--- src/rtl/vga_pkg.sv ---
// Shared definitions for the VGA pixel engine: bus register offsets,
// command bit positions, FSM/operation encodings and default raster size.
package vga_pkg;

  // Register offsets inside the 7-entry bus window
  localparam logic [7:0] REG_X     = 8'd0;
  localparam logic [7:0] REG_Y     = 8'd1;
  localparam logic [7:0] REG_FG    = 8'd2;
  localparam logic [7:0] REG_BG    = 8'd3;
  localparam logic [7:0] REG_CMD   = 8'd4;
  localparam logic [7:0] REG_PIXEL = 8'd5;
  localparam logic [7:0] REG_LEN   = 8'd6;
  localparam logic [7:0] REG_COUNT = 8'd7;

  // Command register bit positions
  localparam int CMD_WRITE   = 0;
  localparam int CMD_RESTORE = 1;
  localparam int CMD_INVERT  = 2;
  localparam int CMD_RUN     = 3;
  localparam int CMD_AUTO    = 7;

  // Default last visible column/row
  localparam int VGA_X_MAX = 159;
  localparam int VGA_Y_MAX = 119;

  typedef enum logic [2:0] {
    ST_IDLE = 3'd0,
    ST_RD   = 3'd1,
    ST_CAP  = 3'd2,
    ST_WR   = 3'd3,
    ST_RUN  = 3'd4
  } state_e;

  // Single-pixel operation latched when a command is accepted
  typedef enum logic [1:0] {
    OP_WRITE   = 2'd0,
    OP_RESTORE = 2'd1,
    OP_INVERT  = 2'd2
  } op_e;

endpackage

--- src/rtl/vga_addr_stepper.sv ---
// Combinational raster stepper: advances {Y,X} by one pixel, wrapping X at
// X_MAX into the next row and Y at Y_MAX back to the top of the frame.
module vga_addr_stepper #(
  parameter int X_W   = 8,
  parameter int Y_W   = 7,
  parameter int X_MAX = 159,
  parameter int Y_MAX = 119
) (
  input  logic [X_W-1:0] x_i,
  input  logic [Y_W-1:0] y_i,
  output logic [X_W-1:0] x_o,
  output logic [Y_W-1:0] y_o
);

  localparam logic [X_W-1:0] XM = X_W'(X_MAX);
  localparam logic [Y_W-1:0] YM = Y_W'(Y_MAX);

  // Next position: column increment, or row increment with frame wrap
  always_comb begin
    x_o = x_i + X_W'(1);
    y_o = y_i;
    if (x_i == XM) begin
      x_o = '0;
      if (y_i == YM) begin
        y_o = '0;
      end else begin
        y_o = y_i + Y_W'(1);
      end
    end else begin
      x_o = x_i + X_W'(1);
    end
  end

endmodule

--- src/rtl/vga_pixel_engine.sv ---
// VGA pixel engine: CPU-programmed register window driving single-pixel
// read-modify-write commands and horizontal run fills into a frame buffer.
module vga_pixel_engine
  import vga_pkg::*;
#(
  parameter logic [7:0] BASE_ADDR = 8'hB0,
  parameter int         X_W       = 8,
  parameter int         Y_W       = 7,
  parameter int         PIX_W     = 1,
  parameter int         X_MAX     = VGA_X_MAX,
  parameter int         Y_MAX     = VGA_Y_MAX
) (
  input  logic                 CLK,
  input  logic                 RESET,
  input  logic [7:0]           BUS_ADDR,
  input  logic [7:0]           BUS_DATA,
  input  logic                 BUS_WE,
  output logic [Y_W+X_W-1:0]   FB_ADDR,
  output logic [PIX_W-1:0]     FB_DIN,
  input  logic [PIX_W-1:0]     FB_DOUT,
  output logic                 FB_WE,
  output logic [15:0]          CONFIG_COLOURS,
  output logic                 BUSY
);

  state_e             state_q, state_d;
  op_e                op_q, op_d;
  logic [X_W-1:0]     x_q, x_d;
  logic [Y_W-1:0]     y_q, y_d;
  logic [7:0]         fg_q, fg_d;
  logic [7:0]         bg_q, bg_d;
  logic [PIX_W-1:0]   pixel_q, pixel_d;
  logic [7:0]         len_q, len_d;
  logic [PIX_W-1:0]   saved_q, saved_d;
  logic               auto_q, auto_d;
  logic [8:0]         cnt_q, cnt_d;
  logic               fb_we_q, fb_we_d;
  logic [PIX_W-1:0]   fb_din_q, fb_din_d;
  logic               busy_q, busy_d;

  logic [7:0]         bus_off_s;
  logic               bus_hit_s;
  logic [X_W-1:0]     x_step_s;
  logic [Y_W-1:0]     y_step_s;

  vga_addr_stepper #(
    .X_W   (X_W),
    .Y_W   (Y_W),
    .X_MAX (X_MAX),
    .Y_MAX (Y_MAX)
  ) u_stepper (
    .x_i (x_q),
    .y_i (y_q),
    .x_o (x_step_s),
    .y_o (y_step_s)
  );

  // Window decode: unsigned offset makes addresses below the base miss too
  always_comb begin
    bus_off_s = BUS_ADDR - BASE_ADDR;
    bus_hit_s = BUS_WE && (bus_off_s < REG_COUNT) && (state_q == ST_IDLE);
  end

  // Register writes, command acceptance and FSM next-state/output decode
  always_comb begin
    state_d  = state_q;
    op_d     = op_q;
    x_d      = x_q;
    y_d      = y_q;
    fg_d     = fg_q;
    bg_d     = bg_q;
    pixel_d  = pixel_q;
    len_d    = len_q;
    saved_d  = saved_q;
    auto_d   = auto_q;
    cnt_d    = cnt_q;
    fb_we_d  = 1'b0;
    fb_din_d = '0;

    case (state_q)
      ST_IDLE: begin
        if (bus_hit_s) begin
          case (bus_off_s)
            REG_X:     x_d     = BUS_DATA[X_W-1:0];
            REG_Y:     y_d     = BUS_DATA[Y_W-1:0];
            REG_FG:    fg_d    = BUS_DATA;
            REG_BG:    bg_d    = BUS_DATA;
            REG_PIXEL: pixel_d = BUS_DATA[PIX_W-1:0];
            REG_LEN:   len_d   = BUS_DATA;
            REG_CMD: begin
              auto_d = BUS_DATA[CMD_AUTO];
              if (BUS_DATA[CMD_WRITE]) begin
                op_d    = OP_WRITE;
                state_d = ST_RD;
              end else if (BUS_DATA[CMD_RESTORE]) begin
                op_d    = OP_RESTORE;
                state_d = ST_RD;
              end else if (BUS_DATA[CMD_INVERT]) begin
                op_d    = OP_INVERT;
                state_d = ST_RD;
              end else if (BUS_DATA[CMD_RUN]) begin
                // LEN of zero encodes a full 256-pixel run
                cnt_d    = (len_q == 8'd0) ? 9'd256 : {1'b0, len_q};
                state_d  = ST_RUN;
                fb_we_d  = 1'b1;
                fb_din_d = pixel_q;
              end else begin
                state_d = ST_IDLE;
              end
            end
            default: state_d = ST_IDLE;
          endcase
        end else begin
          state_d = ST_IDLE;
        end
      end
      ST_RD: begin
        state_d = ST_CAP;
      end
      ST_CAP: begin
        // RAM data for {Y,X} is valid now; RESTORE uses the pre-capture SAVED
        saved_d = FB_DOUT;
        state_d = ST_WR;
        fb_we_d = 1'b1;
        case (op_q)
          OP_WRITE:   fb_din_d = pixel_q;
          OP_RESTORE: fb_din_d = saved_q;
          OP_INVERT:  fb_din_d = ~FB_DOUT;
          default:    fb_din_d = pixel_q;
        endcase
      end
      ST_WR: begin
        state_d = ST_IDLE;
        if (auto_q) begin
          x_d = x_step_s;
          y_d = y_step_s;
        end else begin
          x_d = x_q;
          y_d = y_q;
        end
      end
      ST_RUN: begin
        x_d   = x_step_s;
        y_d   = y_step_s;
        cnt_d = cnt_q - 9'd1;
        if (cnt_q == 9'd1) begin
          state_d = ST_IDLE;
        end else begin
          fb_we_d  = 1'b1;
          fb_din_d = pixel_q;
        end
      end
      default: begin
        state_d = ST_IDLE;
      end
    endcase

    busy_d = (state_d != ST_IDLE);
  end

  // State and register file with asynchronous clear
  always_ff @(posedge CLK or posedge RESET) begin
    if (RESET) begin
      state_q  <= ST_IDLE;
      op_q     <= OP_WRITE;
      x_q      <= '0;
      y_q      <= '0;
      fg_q     <= 8'd0;
      bg_q     <= 8'd0;
      pixel_q  <= '0;
      len_q    <= 8'd0;
      saved_q  <= '0;
      auto_q   <= 1'b0;
      cnt_q    <= 9'd0;
      fb_we_q  <= 1'b0;
      fb_din_q <= '0;
      busy_q   <= 1'b0;
    end else begin
      state_q  <= state_d;
      op_q     <= op_d;
      x_q      <= x_d;
      y_q      <= y_d;
      fg_q     <= fg_d;
      bg_q     <= bg_d;
      pixel_q  <= pixel_d;
      len_q    <= len_d;
      saved_q  <= saved_d;
      auto_q   <= auto_d;
      cnt_q    <= cnt_d;
      fb_we_q  <= fb_we_d;
      fb_din_q <= fb_din_d;
      busy_q   <= busy_d;
    end
  end

  assign FB_ADDR        = {y_q, x_q};
  assign FB_DIN         = fb_din_q;
  assign FB_WE          = fb_we_q;
  assign BUSY           = busy_q;
  assign CONFIG_COLOURS = {fg_q, bg_q};

endmodule

--- config.mk ---
export PLATFORM = sky130hd
export DESIGN_NAME = vga_pixel_engine
export DESIGN_NICKNAME = d
export VERILOG_FILES = /design/src/rtl/vga_pkg.sv /design/src/rtl/vga_addr_stepper.sv /design/src/rtl/vga_pixel_engine.sv
export SDC_FILE = /design/constraint.sdc
export NUM_CORES = 1
export LEC_CHECK = 0
export ABC_AREA = 1
export BUFFER_PORTS_ARGS = -buffer_cell sky130_fd_sc_hd__buf_2
export CELL_PAD_IN_SITES_DETAIL_PLACEMENT = 0
export CELL_PAD_IN_SITES_GLOBAL_PLACEMENT = 2
export CORE_MARGIN = 2
export CORE_UTILIZATION = 28
export DETAILED_ROUTE_END_ITERATION = 10
export GPL_ROUTABILITY_DRIVEN = 0
export PLACE_DENSITY_LB_ADDON = 0.1
export SYNTH_ARGS = -nofsm -noshare
export SYNTH_HDL_FRONTEND = slang
export SYNTH_SLANG_ARGS = --single-unit
--- constraint.sdc ---
create_clock -name CLK -period 1.8 [get_ports CLK]
set_input_delay 0.36 -clock CLK [delete_from_list [all_inputs] [get_ports CLK]]
set_output_delay 0.36 -clock CLK [all_outputs]
set_load 0.02 [all_outputs]
==> run summary <==
status = complete, no violations
CP Launch Type = flip-flop
detailed placement HPWL = 7450 um
Core ar. = 0.0119 mm^2
first-pass GRT wire length = 16,500 um
Worst-Margin Slew = 0.381 ns
Async S/R FF share, synth = 1.00
number of synthesized register bits = 59
chip width = 114 um
synth unique cells = 26
Syn Area/Cell = 7.09 um^2
grt total ovfl = 0
final routed DRC violation total = 0
router iterations before antenna repair = 4
endpoints failing setup = 0
count of pins over their slew limit = 0
EDFF count, synth = 0
most frequent cell after synthesis = nand2_1
R2R setup slack = 0.17 ns
net count after synthesis = 503
clock tree sinks = 59
WP data arrival = 1.85 ns
proportion of layout cells with a drive suffix above 1 = 0.200
Leak = 2.33 nW
TritonCTS Buffers = 9
# hold bufs at CTS = 0
Synth top cells by count = nand2_1, dfrtp_1, inv_1, nor2_1, nand3_1
antenna violations before repair = 0
delay of the slowest critical-path stage = 0.41 ns
Top Ports = 54
placed cells = 687
number of DRC markers in iteration 0 = 77
antenna-violating nets left = 0
slowest stage cell, crit path = dfrtp_1
highest clock rate = 613 MHz
hold violation count in the final report = 0
Post-Syn Instances = 477
drt wl/cell = 13.9 um
clk buf depth = 2
final net count = 577
post-route setup slack = 0.169 ns
synthesized cell area = 0.00338 mm^2
CTS tree = done
Routed WL = 9800 um
Total Power = 3.05 mW
placed cell areas = 0.00392 mm^2
Core Util, Final = 0.354
Rows = 40
worst path cell trace = ha_1 -> nand2_1 -> nor2_1 -> nand3_1 -> nand2_1 -> nand2_2 -> o21ai_0 -> nand2_1
Critical Path RT = 2.01 ns
post-synth top area share = 0.437
Port Buf Inserts = 53
Inserted Diodes = 0
cell repeated most along the worst path = nand2_1
Final min period = 1.63 ns
Post-Layout Inst Area = 0.00421 mm^2
critical path class = flip-flop to flip-flop
CP startpoint = x_q[1]
YS warnings = 0
main area contributors after synthesis = dfrtp_1, nand2_1, inv_1
worst skew pair latency = 0.33 ns
Synth area leader = dfrtp_1
Via density = 4.51
Post-CTS Setup Inserts = 0
max_slew headroom = 0.743
clk_skew = 0.00543 ns
R2R Path End = y_q[3]
H-tree depth = 3
DIE AREA = 0.0130 mm^2
Area Growth Syn to Fin = 24.6%
worst min path class = input port to asynchronous set/reset pin
Critical R2R Launch = x_q[1]
crit path capture = y_q[3]
Post-Layout Cell Count = 703
largest net degree at the start of global routing = 60
CP endpoint kind = flip-flop
Main synth FF type = dfrtp_1
count of maximum capacitance violations = 0
vias = 3,172
Max FO, Critical Path = 8
Root Driver = clkbuf_16
height of the die = 114 um
worst IR drop on VDD = 0.370 mV
pre-CTS WS = -0.0138 ns
sequential element share of the synthesized area = 0.437
R2R depth = 8
Power Density = 725 mW/mm^2
starting density of the core = 0.284
number of global-route vias before repair = 3,232
Clock transition at path regs = 0.06 ns
crit share post-route = 0.906
Total GRT Usage = 0.164
unrepaired setup endpoints after global routing = false
metal layers:
| metal | track usage | part of all wire | up-vias |
|---|---|---|---|
| met2 | 0.269 | 0.47 | 49 |
| met1 | 0.217 | 0.48 | 1456 |
| met5 | 0 | 0 | - |
| met3 | 0.0345 | 0.029 | 13 |
| li1 | - | - | 1654 |
| met4 | 0.0577 | 0.019 | 0 |
registers in the layout, indices dropped and copies added, names as in the netlist:
register / flops
x_q: 8
BUSY: 1
cnt_q: 9
len_q: 8
pixel_q: 1
state_q: 3
y_q: 7
fg_q: 8
FB_WE: 1
saved_q: 1
FB_DIN: 1
auto_q: 1
op_q: 2
bg_q: 8
power breakdown:
| group | internal, mW | switching, mW | leakage [nW] |
|---|---|---|---|
| registers | 1.33 | 0.0000176 | 0.748 |
| clock network | 0.939 | 0.671 | 0.136 |
| logic | 0.0333 | 0.0815 | 1.45 |
| total | 2.30 | 0.753 | 2.33 |
placed cells by master, fill, tap and decap left out, drive strengths merged, types with 4 or more instances in the layout:
| cell type | instances |
|---|---|
| buf | 70 |
| clkbuf | 9 |
| clkinv | 4 |
| dfrtp | 59 |
| ha | 6 |
| inv | 54 |
| nand2 | 194 |
| nand3 | 40 |
| nor2 | 45 |
| nor3 | 8 |
| o21ai | 53 |
logic make-up after synthesis:
group / Yosys count / synth area share
AND/OR/NAND/NOR: 294 / 0.370
adder cells (fa/ha/maj): 6 / 0.0222
AO/OA/AOI/OAI: 56 / 0.0925
buffers and inverters: 60 / 0.0736
flip-flops: 59 / 0.437
XOR/XNOR: 2 / 0.00518
worst min path at each step:
stage	start	to	slack [ns]	cells after the start
2_1_floorplan	auto_q	auto_q	0.45	2
3_3_place_gp	bg_q[6]	bg_q[6]	0.46	2
6_report	RESET	state_q[2]	0.1	3
4_1_cts	RESET	state_q[2]	0.12	3
5_1_grt	RESET	cnt_q[2]	0.16	3
3_5_place_dp	RESET	saved_q	0.48	3
area by class of cell:
type / count / area, um^2
Multi-Input combinational cell: 358 / 1670
Clock buffer: 9 / 225
Sequential cell: 59 / 1480
Tap cell: 147 / 184
Inverter: 53 / 203
Clock inverter: 7 / 52.6
Timing Repair Buffer: 70 / 405
Fill cell: 1371 / 7700
through the flow:
| stage | hold slack [ns] | setup TNS [ns] |
|---|---|---|
| 6_report | 0.0986 | 0 |
| 2_1_floorplan | 0.453 | 0 |
| 3_3_place_gp | 0.463 | 0 |
| 4_1_cts | 0.125 | 0 |
| 3_5_place_dp | 0.479 | -0.0379 |
| 5_1_grt | 0.158 | 0 |
worst max-delay path, delay by kind of cell (launching register included):
family / cells / cell delay, ns
AO/OA/AOI/OAI: 1 / 0.23
adder cells (fa/ha/maj): 1 / 0.20
AND/OR/NAND/NOR: 6 / 0.67
flip-flops: 1 / 0.41
what timing repair did:
action / 4_1_cts / 5_1_grt
gates resized for setup: 1 / 2
pin swaps: 0 / 1
setup endpoints to repair: 3 / 7
Power figures use the tool's default switching activity.
